==> src/rtl/pipe_ex_mem_elastic.sv <==
// EX/MEM pipeline register with valid/ready flow control, optional 2-entry skid buffer and flush.
// Control outputs are gated by out_valid so bubbles and flushed slots never write anything.
module pipe_ex_mem_elastic #(
  parameter int WIDTH = 32,
  parameter int AW    = 5,
  parameter int SKID  = 1
) (
  input  logic             clk,
  input  logic             rst,
  input  logic             flush,
  input  logic             in_valid,
  output logic             in_ready,
  input  logic             MEMWRITE_IN,
  input  logic             MEMTOREG_IN,
  input  logic             REGWRITE_IN,
  input  logic [WIDTH-1:0] RESULTOP_IN,
  input  logic [WIDTH-1:0] WRDATA_IN,
  input  logic [AW-1:0]    ARD_IN,
  output logic             out_valid,
  input  logic             out_ready,
  output logic             MEMWRITE_OUT,
  output logic             MEMTOREG_OUT,
  output logic             REGWRITE_OUT,
  output logic [WIDTH-1:0] RESULTOP_OUT,
  output logic [WIDTH-1:0] WRDATA_OUT,
  output logic [AW-1:0]    ARD_OUT,
  output logic [1:0]       occ,
  output logic [1:0]       dbg_state
);

  // Handshake: a transfer happens on a rising edge where valid and ready are both 1;
  // a producer holding valid=1 may not be assumed accepted until that edge.
  typedef enum logic [1:0] {EMPTY = 2'd0, HALF = 2'd1, FULL = 2'd2} state_t;

  typedef struct packed {
    logic             mw;
    logic             mtr;
    logic             rw;
    logic [WIDTH-1:0] res;
    logic [WIDTH-1:0] wd;
    logic [AW-1:0]    ard;
  } entry_t;

  state_t state_q, state_d;
  entry_t main_q, skid_q, in_ent;
  logic   in_fire, out_fire, out_valid_i;
  logic   load_main_in, load_main_skid;

  // Writes to x0 are architecturally discarded, so drop the enable on entry.
  assign in_ent = {MEMWRITE_IN, MEMTOREG_IN, REGWRITE_IN & (ARD_IN != '0),
                   RESULTOP_IN, WRDATA_IN, ARD_IN};

  assign out_valid_i = (state_q != EMPTY);
  assign in_fire     = in_valid & in_ready;
  assign out_fire    = out_valid_i & out_ready;

  always_comb begin
    state_d        = state_q;
    load_main_in   = 1'b0;
    load_main_skid = 1'b0;
    case (state_q)
      EMPTY: begin
        if (in_fire) begin
          state_d      = HALF;
          load_main_in = 1'b1;
        end
      end
      HALF: begin
        if (in_fire && out_fire) begin
          load_main_in = 1'b1;
        end else if (in_fire) begin
          if (SKID != 0) state_d = FULL;
        end else if (out_fire) begin
          state_d = EMPTY;
        end
      end
      FULL: begin
        if (out_fire) begin
          state_d        = HALF;
          load_main_skid = 1'b1;
        end
      end
      default: state_d = EMPTY;
    endcase
  end

  always_ff @(posedge clk) begin
    if (!rst) begin
      state_q <= EMPTY;
      main_q  <= '0;
    end else if (flush) begin
      state_q <= EMPTY;
    end else begin
      state_q <= state_d;
      if (load_main_in)        main_q <= in_ent;
      else if (load_main_skid) main_q <= skid_q;
    end
  end

  if (SKID != 0) begin : g_skid
    logic in_ready_q;
    always_ff @(posedge clk) begin
      if (!rst) begin
        skid_q     <= '0;
        in_ready_q <= 1'b1;
      end else if (flush) begin
        in_ready_q <= 1'b1;
      end else begin
        in_ready_q <= (state_d != FULL);
        if (state_q == HALF && state_d == FULL) skid_q <= in_ent;
      end
    end
    assign in_ready = in_ready_q;
  end else begin : g_noskid
    assign skid_q   = '0;
    assign in_ready = !out_valid_i | out_ready;
  end

  assign out_valid    = out_valid_i;
  assign MEMWRITE_OUT = main_q.mw  & out_valid_i;
  assign MEMTOREG_OUT = main_q.mtr & out_valid_i;
  assign REGWRITE_OUT = main_q.rw  & out_valid_i;
  assign RESULTOP_OUT = main_q.res;
  assign WRDATA_OUT   = main_q.wd;
  assign ARD_OUT      = main_q.ard;
  assign occ          = state_q;
  assign dbg_state    = state_q;

endmodule
==> config.mk <==
export PLATFORM = sky130hd
export DESIGN_NAME = pipe_ex_mem_elastic
export DESIGN_NICKNAME = d
export VERILOG_FILES = /design/src/rtl/pipe_ex_mem_elastic.sv
export SDC_FILE = /design/constraint.sdc
export NUM_CORES = 1
export LEC_CHECK = 0
export BUFFER_PORTS_ARGS = -buffer_cell sky130_fd_sc_hd__buf_2
export CAP_MARGIN = 0
export CORE_MARGIN = 1
export CORE_UTILIZATION = 45
export CTS_CLUSTER_SIZE = 28
export DETAILED_ROUTE_END_ITERATION = 12
export HOLD_SLACK_MARGIN = 0.15
export PLACE_DENSITY = 0.8
export SYNTH_ARGS = -nofsm -noshare
export SYNTH_HDL_FRONTEND = slang
export SYNTH_SLANG_ARGS = --single-unit
==> constraint.sdc <==
create_clock -name clk -period 1.55 [get_ports clk]
set_input_delay 0.31 -clock clk [delete_from_list [all_inputs] [get_ports clk]]
set_output_delay 0.31 -clock clk [all_outputs]
set_load 0.02 [all_outputs]
# After elaboration in Yosys (flattened, before gate mapping)
# Cells that the tools add are included.
[totals]
ff_bits = 147
input_bits = 77
output_inout_bits = 78
wordCells = 48
[classes]
n_eq_ne = 4
muxes = 13
bitwise = 8
reduce_logical = 9
[ops]
columns = ["op", "n"]
rows = [
  ["72-bit two-way mux", 2],
  ["2-bit two-way mux", 5],
  ["1-bit bitwise AND", 6],
  ["2-bit case mux with 3 select lines", 1],
  ["5-bit nonzero test", 1],
  ["2-bit == test (second input constant)", 2],
  ["1-bit two-way mux", 4],
  ["2-bit AND reduction", 2],
  ["2-bit nonzero test", 2],
  ["2-bit by 1-bit == test with 1-bit output (second input constant)", 1],
  ["1-bit logical AND", 2],
  ["2-bit logical NOT", 1],
  ["2-bit inequality test (second input constant)", 1],
  ["1-bit NOT", 2],
  ["1-bit case mux with 2 select lines", 1],
  ["2-bit OR reduction", 1],
]

# Depth between registers and ports, before layout
# Gate-level depths: netlist of run 1.
[depth]
depth_word = 9
depth_mapped = 7
depth_no_buf = 4

# Least setup slack after synthesis of run 1
# OpenSTA, ideal clock, no wires.
[synth_path]
kind = "register to register"
from = "register state_q[1] (netlist: dbg_state[1])"
to = "register main_q (netlist bit ARD_OUT[0])"
setup_ps = 123
t_arrival_ps = 1570
t_required_ps = 1427
path_slack_ps = -143
path_stages_with_launch = 7
path_buffers = 3
period_less_slack_ps = 1693
path_cell_list = "dfxtp_1 buf_2 or2_4 o31ai_4 buf_2 buf_4 a31oi_1"
[synth_between]
elab_chain_len = 7
word_cells_on_any_way = 13
cone_classes = "eq/ne: 2; mux: 5; bitwise: 1; reduce/logical: 5"
[synth_lines]
columns = ["item", "line", "source"]
rows = [
  ["start, declared", "44", "state_t state_q, state_d;"],
  ["start signal, assigned", "94", "state_q <= state_d;"],
  ["2-bit nonzero test", "53", "assign out_valid_i = (state_q != EMPTY);"],
  ["1-bit bitwise AND", "55", "assign out_fire = out_valid_i & out_ready;"],
  ["1-bit logical AND", "69", "if (in_fire && out_fire) begin"],
  ["1-bit two-way mux", "69", ""],
  ["1-bit case mux with 2 select lines", "61", "case (state_q)"],
  ["2-bit nonzero test (no line)", "--", ""],
  ["2-bit AND reduction (no line)", "--", ""],
  ["end signal, assigned", "95", "if (load_main_in) main_q <= in_ent;"],
  ["end signal, assigned", "96", "else if (load_main_skid) main_q <= skid_q;"],
  ["end, declared", "45", "entry_t main_q, skid_q, in_ent;"],
]
# Parallel ways exist; a longest one is shown, timed or not.
# A chain may end at the register's enable or synchronous reset.

# Worst setup path in the final report of run 1
[layout_path]
from = "register state_q[0] (netlist: dbg_state[0])"
to = "register main_q (netlist bit WRDATA_OUT[29])"
# Same word-level chain as after synthesis.

==> results of run 1 <==
-- final timing paths --
kind / start / slack, ns / to / cells past startpoint
hold / removal: ARD_IN[0] / 0.19 / ARD_OUT[0] / 3
setup reg to reg: dbg_state[0] / -0.09 / WRDATA_OUT[29] / 7
hold reg to reg: skid_q[26] / 0.45 / skid_q[26] / 2
setup / recovery: dbg_state[0] / -0.09 / WRDATA_OUT[29] / 7
-- area by class of cell --
cell class	instances	area, µm²
fill	1039	4489
sequential	147	2952
multi-input combinational	529	2909
timing repair buffer	288	2673
clock buffer	19	442.9
tap	180	225.2
clock inverter	13	182.7
inverter	2	7.507
-- routing by layer --
layer	routed length, µm	vias to the layer above	GRT usage [%]	share of wire (%)
li1	-	3004	-	-
met1	8369	3037	27.97	40
met2	10370	307	41.69	50
met3	1350	59	6.109	6.5
met4	619	0	11.96	3.0
met5	0	-	0	0
-- critical path: cells and delay by family, from the launching register on --
kind / cells / cell delay, ns
AOI/OAI and AO/OA: 3 / 0.54
DFF: 1 / 0.37
buffers and inverters: 3 / 0.41
and+or+nand+nor: 1 / 0.23
-- power by group --
group	internal [W]	leakage [nW]	switching (W)
combinational	0.000714	2.29	0.000791
clock	0.00273	0.292	0.00164
sequential	0.00393	1.20	0.0000965
total	0.00737	3.78	0.00253
-- Yosys cell counts (2+ instances only) --
master,count
nor2_1,2
buf_4,77
nand2_1,290
clkbuf_1,30
o21ai_0,72
buf_2,19
a21boi_0,31
nand2b_1,3
nor2b_1,3
inv_1,2
clkbuf_2,6
a31oi_1,72
nor3_4,2
a21boi_1,41
dfxtp_1,147
-- through the flow --
stage / setup slack [ns] / setup TNS, ns / cells
2_1_floorplan: -0.03226 / -1.959 / 810
3_3_place_gp: -0.1108 / -9.246 / 1042
3_5_place_dp: -0.1605 / -11.40 / 1042
4_1_cts: -0.06087 / -0.6805 / 1158
5_1_grt: -0.1391 / -11.79 / 1178
6_report: -0.08599 / -3.569 / 1178
-- kinds of logic (layout without fill, tap and decap cells) --
kind of cell | after synthesis | after routing
AND/OR/NAND/NOR | 307 | 307
buffers and inverters | 134 | 322
multiplexers | 1 | 1
AO/OA/AOI/OAI | 221 | 221
flip-flops | 147 | 147
-- repair_timing --
item | in CTS | in global routing
hold buffers | 72 | 0
gates cloned | 6 | 20
hold endpoints to repair | 134 | 0
pin swaps | 3 | 21
endpoints found under the setup margin | 27 | 121
setup buffers | 7 | 5
gates resized for setup | 46 | 146
-- state kept, by name, summed over array words and instances, names as in the netlist --
signal / cells
skid_q: 72
RESULTOP_OUT: 32
WRDATA_OUT: 32
ARD_OUT: 5
main_q: 3
dbg_state: 2
in_ready: 1
==> results.md, run 1 <==
* Status: complete, but fails checks
* Violated checks: setup timing
* Sequential element share of the synthesized area at between 40% and 50%
* Min cycle time layout at 1.636 ns
* Endpoint type of the worst setup path: register
* TritonCTS clock tree: done
* Max_cap viols at 0
* Synth-to-Final Area Change at 46.66%
* Height of the die at about 120 µm
* Diode count at 0
* Worst Tran Pin Value at 0.4034 ns
* Synthesized flop and latch total at 147
* Net Count, Synth at 887
* Startpoint types: register
* First-pass GRT wire length at around 28 mm
* Rows at 43
* Initial Utilization at between 40% and 50%
* Final #Nets at between 1000 and 1500
* Fmax at just over 600 MHz
* Vias in the first global route at 5593
* Req. time, crit path at between 1.5 and 2 ns
* RSZ-0062 raised after global routing: true
* Worst path cell trace: and2b_2 -> o31ai_4 -> buf_12 -> buf_12 -> buf_12 -> o21ai_2 -> a31oi_1
* Combinational family with the most area after synthesis: compound AO/OA/AOI/OAI gates
* Placed Instance Area at 7012 µm²
* Yosys top cell area share at 45.96%
* Setup slack after layout at -0.08599 ns
* Worst-path fanout max at 6
* CP max stage cell: dfxtp_4
* First-pass DRT Iterations at 5
* Clock Sinks at ~150
* XOR/XNOR share of the synthesized area at 0%
* Post-synthesis cell type count at 28
* Via count at roughly 6400
* I/O pins at 155
* Die X at 121.3 µm
* Core area at 13880 µm²
* All-layer global routing usage at about a quarter
* Final Util at 67.66%
* Final Total Pwr at 0.009899 W
* Commonest non-fill, non-tap cell in the layout: nand2_1
* Most frequent cells in the layout: 281 x nand2_1, 146 x buf_2, 144 x dfxtp_1
* Post-synth EDFFs at 0
* Routed wire length at 20.71 mm
* Clk_skew at ~0.0090 ns
* Initial antenna violation count at 0
* CTS clk-pin slew, worst paths at 0.06 ns
* Port bufs at 154
* CTS Buffer Depth at 2
* Post-route DRC at 0
* WL/cell at 17.58 µm
* Mux cell area share after synthesis at 0.1563%
* WP data arrival at approximately 2 ns
* Ranking of synthesized cells by area: dfxtp_1 46%, nand2_1 17%, buf_4 9.0%
* Asr flop ratio synth at 0%
* Worst hold slack at 0.1887 ns
* Mapped Cells at 810
* Synthesized area at 6404 µm²
* CTS Buf Count at 17
* Largest net degree at the start of global routing at between 40 and 50
* Adder-Cell Fraction of Synth Area at 0%
* Setup violations, final at 111
* Simple-gate share of the synthesized area at 19.13%
* Leakage power at 3.776 nW
* Syn Area/Cell at 7.906 µm²
* Die ar. at roughly 15000 µm²
* DRT antenna net count at 0
* Hold WC Path Type: input pin to register
* Worst VDD drop at 0.0008537 V
* Pwr/cell area at approximately 1100 nW/µm²
* Final Instance Area at approximately 9400 µm²
* Vias/cell at 5.439
* Yosys top cell by area: dfxtp_1
* Compound-gate portion of the synthesized area at 21.90%
* Root Buffer: clkbuf_16
* Iter 0 DRT Violations at 669
* Most Frequent Cell on Critical Path: buf_12
* Max-Slew Margin vs Limit at 73.10%
* Worst-Skew Late Latency at 0.43 ns
* HPWL Detailed at 9.567 mm
* Final period util at 105.5%
* H-tree depth at 4
* Synthesis Warnings at 0
* GPL Wtd Cong at 0.7395
* GRT overflow at 0
* Final Max Slew Viols at 0
* Top_reg_cell synth: dfxtp_1
* Layout cells sized above 1 at a little under a third
* CP peak stage delay at 0.37 ns
* Final hold viol count at 0
* Kind of critical path: register to register
(Power assumes the default switching activity.)
==> inputs of run 2 (changes only) <==
--- a/config.mk
+++ b/config.mk
@@ -8,11 +8,11 @@
 export BUFFER_PORTS_ARGS = -buffer_cell sky130_fd_sc_hd__buf_2
 export CAP_MARGIN = 0
 export CORE_MARGIN = 1
-export CORE_UTILIZATION = 45
+export CORE_UTILIZATION = 48
 export CTS_CLUSTER_SIZE = 28
 export DETAILED_ROUTE_END_ITERATION = 12
 export HOLD_SLACK_MARGIN = 0.15
-export PLACE_DENSITY = 0.8
+export PLACE_DENSITY = 0.84
 export SYNTH_ARGS = -nofsm -noshare
 export SYNTH_HDL_FRONTEND = slang
 export SYNTH_SLANG_ARGS = --single-unit
==> run 2 against run 1 <==
Against the previous run: the run still ends with setup timing left; combinational power up 17%; critical path type unchanged; critical endpoint is now RESULTOP_OUT[29]; worst setup slack worse by 0.17 ns; global-route usage increased by 2.0 points.
==> results.md, run 2 (synthesized netlist as in run 1, its figures left out) <==
* Placed insts at 1038 (-0.38%)
* R2r worst-path depth at 7 (unchanged)
* Final period util at 116.7% (+11 points)
* Setup violations, final at 81 (-27%)
* CTS Buf Count at 17 (unchanged)
* Most frequent cells in the layout: 238 x nand2_1, 146 x buf_2, 144 x dfxtp_1
* Number of flip-flops under the largest register name at 72 (unchanged)
* Port bufs at 154 (unchanged)
* Min cycle time layout at 1.809 ns (+0.1734 ns)
* Core area at 12820 µm² (-7.6%)
* Clk_skew at 0.009889 ns (+0.0008723 ns)
* Most Frequent Cell on Critical Path: buf_6
* Hold WC Path Type: input pin to register
* Synth-to-Final Area Change at 55.63%
* Worst-Skew Late Latency at 0.44 ns (about the same)
* CTS Buffer Depth at 2 (unchanged)
* First-pass DRT Iterations at 8 (+3)
* Clock Sinks at 147 (unchanged)
* Final hold viol count at 0 (unchanged)
* H-tree depth at 4 (unchanged)
* Worst Tran Pin Value at 0.3248 ns (-0.07863 ns)
* R2r endpoint: RESULTOP_OUT[29]
* Layout cells sized above 1 at 37.06% (+5.1 points)
* Vias in the first global route at 5846 (+4.5%)
* Die X at 117.5 µm (-3.1%)
* Routed wire length at 24.82 mm (+20%)
* I/O pins at 155 (unchanged)
* HPWL Detailed at 9.631 mm (+0.66%)
* CP max stage cell: dfxtp_2
* Max_cap viols at 0 (unchanged)
* Initial antenna violation count at 1 (+1)
* Vias/cell at 5.816 (+6.9%)
* Commonest non-fill, non-tap cell in the layout: nand2_1
* Fmax at 552.7 MHz (-9.6%)
* Leakage power at 4.123 nW (+9.2%)
* Worst VDD drop at 0.0008657 V (+1.4%)
* Max-Slew Margin vs Limit at 78.12% (+5.0 points)
* GRT overflow at 0 (unchanged)
* GPL Wtd Cong at 0.7378 (-0.23%)
* DRT antenna net count at 0 (unchanged)
* Via count at 6939 (+8.3%)
* Initial Utilization at 49.93% (+3.8 points)
* Setup slack after layout at -0.2593 ns (-0.1734 ns)
* WP data arrival at 2.13 ns (+0.15 ns)
* TNS Setup at -6.679 ns (-3.110 ns)
* Pwr/cell area at 1020 nW/µm² (-3.3%)
* CTS clk-pin slew, worst paths at 0.07 ns (about the same)
* Height of the die at 117.5 µm (-3.1%)
* Reg-to-reg startpoint: dbg_state[0]
* RSZ-0062 raised after global routing: true
* First-pass GRT wire length at 28.79 mm (+4.6%)
* Violated checks: setup timing
* Rows at 41 (-4.7%)
* Endpoint type of the worst setup path: register
* Kind of critical path: register to register
* Worst path cell trace: buf_6 -> and2b_2 -> o31ai_4 -> buf_6 -> clkbuf_16 -> o21ai_2 -> a31oi_1
* TritonCTS clock tree: done
* Worst-path fanout max at 8 (+2)
* WL/cell at 20.80 µm (+18%)
* Final Max Slew Viols at 0 (unchanged)
* Die ar. at 13810 µm² (-6.2%)
* Hold endpoint: skid_q[0]
* Startpoint types: register
* Worst hold start: ARD_IN[0]
* Iter 0 DRT Violations at 669 (unchanged)
* Root Buffer: clkbuf_16
* CP peak stage delay at 0.33 ns (-0.04 ns)
* All-layer global routing usage at 26.28% (+2.0 points)
* Worst setup path start: dbg_state[0]
* Largest register by flop count: skid_q
* Status: complete, but fails checks
* Finished Layout Cells at 1193 (+1.3%)
* Reg2reg setup slack at -0.26 ns (-0.17 ns)
* Req. time, crit path at 1.87 ns (-0.02 ns)
* Post-route DRC at 0 (unchanged)
* Largest net degree at the start of global routing at 56 (+37%)
* Worst hold path depth at 3 (unchanged)
* Final #Nets at 1084 (+2.1%)
## run 2: cell count changes in the layout (fill, tap and decap cells not counted), moves of 13 or more
cell	before	now
nand2_1	281	238
nand2_4	4	33
buf_6	10	31
o21ai_2	36	15
o21ai_0	13	29
nand2_2	5	18
## run 2: timing repair
item,in CTS,in global routing
gates resized for setup,25,238
setup endpoints to repair,16,151
gates cloned,4,29
hold buffers,68,1
buffers inserted,9,13
pin swaps,11,96
endpoints found under the hold margin,123,1
## run 2: per-stage QoR
step                utilization (%)  hold WS [ns]  setup slack [ns]  power [W]  area (µm²)
finish                        77.71        0.1507           -0.2593    0.01016        9966
global route                  77.71        0.1477           -0.2769    0.01040        9966
CTS                           66.82        0.1515          -0.07727   0.009576        8569
detailed placement            54.93        0.4451           -0.1744   0.005114        7044
global placement              54.93        0.4406           -0.1231   0.005094        7044
floorplan                         -        0.4280          -0.03226   0.004826        6444
## run 2: worst max path at each step
stage | endpoint | slack, ns | cells past startpoint
6_report | RESULTOP_OUT[29] | -0.26 | 7
5_1_grt | RESULTOP_OUT[29] | -0.28 | 7
4_1_cts | RESULTOP_OUT[5] | -0.08 | 8
3_5_place_dp | skid_q[46] | -0.17 | 7
3_3_place_gp | skid_q[33] | -0.12 | 7
2_1_floorplan | skid_q[0] | -0.03 | 7
## run 2: cell type report
class / count / area (µm²)
multi-input cells: 529 / 3241
flip-flops and latches: 147 / 2949
repair buffers: 310 / 2927
fillers: 765 / 2859
clock buffers: 20 / 467.9
well taps: 172 / 215.2
clock inverters: 12 / 153.9
inverters: 2 / 10.01
diodes: 1 / 2.502
## run 2: layer usage
| metal | vias to the layer above | GRT usage, % | routed length [µm] |
|---|---|---|---|
| met5 | - | 0 | 0 |
| met4 | 0 | 12.02 | 1681 |
| met3 | 159 | 6.541 | 1934 |
| met2 | 476 | 46.60 | 12570 |
| met1 | 3251 | 29.57 | 8632 |
| li1 | 3053 | - | - |
## run 2: critical path: cells and delay by family, from the launching register on
kind | cells | cell delay [ns]
compound gates | 3 | 0.58
buf+inv | 3 | 0.56
flops | 1 | 0.33
simple gates | 1 | 0.21
## run 2: report_power, final
part / total [W] / internal (W) / switching (W)
clock network: 0.00437 / 0.00267 / 0.00170
registers: 0.00403 / 0.00393 / 0.0000985
logic: 0.00177 / 0.000824 / 0.000943
total: 0.0102 / 0.00742 / 0.00274
==> inputs of run 3 (changes only) <==
--- a/config.mk
+++ b/config.mk
@@ -6,13 +6,13 @@
 export NUM_CORES = 1
 export LEC_CHECK = 0
 export BUFFER_PORTS_ARGS = -buffer_cell sky130_fd_sc_hd__buf_2
-export CAP_MARGIN = 0
-export CORE_MARGIN = 1
-export CORE_UTILIZATION = 48
+export CAP_MARGIN = 10
+export CORE_MARGIN = 1.5
+export CORE_UTILIZATION = 53
 export CTS_CLUSTER_SIZE = 28
 export DETAILED_ROUTE_END_ITERATION = 12
 export HOLD_SLACK_MARGIN = 0.15
-export PLACE_DENSITY = 0.84
+export PLACE_DENSITY = 0.87
 export SYNTH_ARGS = -nofsm -noshare
 export SYNTH_HDL_FRONTEND = slang
 export SYNTH_SLANG_ARGS = --single-unit
==> constraint.sdc (replaced) <==
create_clock -name clk -period 1.9 [get_ports clk]
set_input_delay 0.38 -clock clk [delete_from_list [all_inputs] [get_ports clk]]
set_output_delay 0.38 -clock clk [all_outputs]
set_load 0.02 [all_outputs]
==> run 3 against run 2 <==
Against the previous run: the run now ends clean; first-iteration DRC count down 48%; wire length down 43%; count of clock-buffer cells in the layout up 7; sequential share of layout area up 11 points; non-clock buffer count down 139; cell count down 14%; sequential power down 19%; hold slack better by 0.067 ns; critical path depth down 2; critical endpoint is now WRDATA_OUT[19].
==> results.md, run 3 (synthesized netlist as in run 1, its figures left out) <==
* R2r worst-path depth at 5 (-2)
* Sw Ratio at 24.79% (-2.2 points)
* Commonest non-fill, non-tap cell in the layout: nand2_1
* GPL Wtd Cong at 0.7774 (+5.4%)
* Internal power at 0.005228 W (-30%)
* Final Max Slew Viols at 0 (unchanged)
* Number of fill cells at 1032 (+35%)
* Worst-path fanout max at 74 (+66)
* Layout cells sized above 1 at 22.93% (-14 points)
* Leakage power at 2.925 nW (-29%)
* First-pass DRT Iterations at 4 (-4)
* Net Switching at 0.001723 W (-37%)
* CTS Buf Count at 17 (unchanged)
* CTS Buffer Depth at 2 (unchanged)
* Fmax at 558.9 MHz (+1.1%)
* Core area at 11610 µm² (-9.4%)
* GRT overflow at 0 (unchanged)
* Setup violations, final at 0 (-100%)
* H-tree depth at 4 (unchanged)
* Diode count at 0 (-1)
* Final Total Pwr at 0.006950 W (-32%)
* Vias/cell at 5.228 (-10%)
* Synth-to-Final Area Change at 14.15%
* Min cycle time layout at 1.789 ns (-0.01999 ns)
* Req. time, crit path at 2.22 ns (+0.35 ns)
* Via count at 5353 (-23%)
* WP data arrival at 2.11 ns (-0.02 ns)
* All-layer global routing usage at 22.54% (-3.7 points)
* # Post-CTS Setup Buffers at 0 (-9)
* Post-route DRC at 0 (unchanged)
* Port bufs at 154 (unchanged)
* Status: finished clean
* TNS Setup at 0 ns (+6.679 ns)
* Root Buffer: clkbuf_16
* Bufs and invs on worst path at 1 (-2)
* Routed wire length at 14.12 mm (-43%)
* Number of flip-flops under the largest register name at 72 (unchanged)
* Endpoint type of the worst setup path: register
* Worst hold slack at 0.2174 ns (+0.06675 ns)
* Worst-Skew Late Latency at 0.41 ns (-0.03 ns)
* Crit path depth at 5 (-2)
* Height of the die at 112.9 µm (-3.9%)
* CP max stage cell: dfxtp_1
* Final hold viol count at 0 (unchanged)
* Rows at 39 (-4.9%)
* Most frequent cells in the layout: 289 x nand2_1, 153 x buf_2, 147 x dfxtp_1
* Die X at 112.9 µm (-3.9%)
* Worst Tran Pin Value at 0.4145 ns (+0.08969 ns)
* Storage element area at 2943 µm² (-0.21%)
* CP peak stage delay at 0.39 ns (+0.06 ns)
* Final Util at 62.94% (-15 points)
* CTS clk-pin slew, worst paths at 0.05 ns (-0.02 ns)
* Largest net degree at the start of global routing at 75 (+34%)
* DRT antenna net count at 0 (unchanged)
* Comb pwr share at 11.3% (-6.1 points)
* Worst hold path depth at 3 (unchanged)
* Kind of critical path: register to register
* Final #Nets at 945 (-13%)
* Multi-input gate area at 2644 µm² (-18%)
* TritonCTS clock tree: done
* I/O pins at 155 (unchanged)
* Initial antenna violation count at 0 (-1)
* Top cell family by delay on the critical path: compound AO/OA/AOI/OAI gates
* Startpoint types: register
* Final period util at 94.18% (-23 points)
* Finished Layout Cells at 1024 (-14%)
* Hold WC Path Type: input pin to register
* First-pass GRT wire length at 23.12 mm (-20%)
* WL/cell at 13.79 µm (-34%)
* Max_cap viols at 0 (unchanged)
* Worst path cell trace: and2b_1 -> o31ai_4 -> buf_12 -> o21ai_0 -> a31oi_1
* HPWL Detailed at 8.998 mm (-6.6%)
* Largest register by flop count: skid_q
* Clk pwr share at 41.7% (-1.3 points)
* Pwr/cell area at 950.9 nW/µm² (-6.8%)
* Max-Slew Margin vs Limit at 72.37% (-5.8 points)
* Sequential power share at 47.0% (+7.4 points)
* Die ar. at 12750 µm² (-7.6%)
* Clock Sinks at 147 (unchanged)
* Worst VDD drop at 0.0006226 V (-28%)
* RSZ-0062 raised after global routing: true
* Placed insts at 992 (-4.4%)
* Vias in the first global route at 4995 (-15%)
* Initial Utilization at 55.14% (+5.2 points)
* Clk_skew at 0.007179 ns (-0.002710 ns)
* Iter 0 DRT Violations at 351 (-48%)
==> run 3: cell types whose count changed in the layout (fill, tap and decap cells not counted), moves of 17 or more <==
cell	previous run	this run
a21boi_0	2	31
buf_6	31	0
clkbuf_16	39	17
dlygate4sd3_1	69	0
nand2_1	238	289
nand2_2	18	1
nand2_4	33	0
o21ai_0	29	72
o21ai_1	27	0
==> run 3: power groups by stage <==
stage	combinational [W]	sequential, W	clock (W)
6_report	0.000783	0.00327	0.00290
5_1_grt	0.000858	0.00328	0.00311
4_1_cts	0.000788	0.00327	0.00296
3_5_place_dp	0.000783	0.00333	0
3_3_place_gp	0.000768	0.00333	0
2_1_floorplan	0.000618	0.00332	0
==> run 3: repair_timing <==
action,in CTS,in global routing
hold buffers,0,0
setup endpoints to repair,3,1
hold endpoints to repair,0,0
resized for setup,1,0
==> run 3: layer usage <==
metal  global-route usage (%)  routed length [µm]
met3                    6.909                 728
met4                    8.167                 186
met1                    25.78                6058
met2                    39.88                7143
met5                        0                   0
==> run 3: final timing paths <==
| path | from | to | slack (ns) |
|---|---|---|---|
| hold / removal | RESULTOP_IN[23] | skid_q[60] | 0.22 |
| setup reg to reg | dbg_state[0] | WRDATA_OUT[19] | 0.11 |
| hold reg to reg | skid_q[26] | skid_q[26] | 0.45 |
| setup / recovery | dbg_state[0] | WRDATA_OUT[19] | 0.11 |
==> run 3: area by class of cell <==
| class | count | share of cell area, % |
|---|---|---|
| clock buffers | 27 | 6.607 |
| clock inverters | 5 | 0.3766 |
| inverters | 2 | 0.1027 |
| multi-input cells | 529 | 36.17 |
| flip-flops and latches | 147 | 40.26 |
| well taps | 143 | 2.448 |
| repair buffers | 171 | 14.04 |
==> run 3: metrics by stage <==
step	area, µm²	setup WS (ns)
floorplan	6404	0.2074
global route	7310	-0.004319
global placement	6797	0.1764
CTS	7310	0.09253
finish	7310	0.1106
detailed placement	6797	0.08200
==> run 3: worst min-delay path, delay by kind of cell <==
family                 cells  cell delay [ns]
buffers and inverters      1             0.10
and+or+nand+nor            1             0.05
AOI/OAI and AO/OA          1             0.05
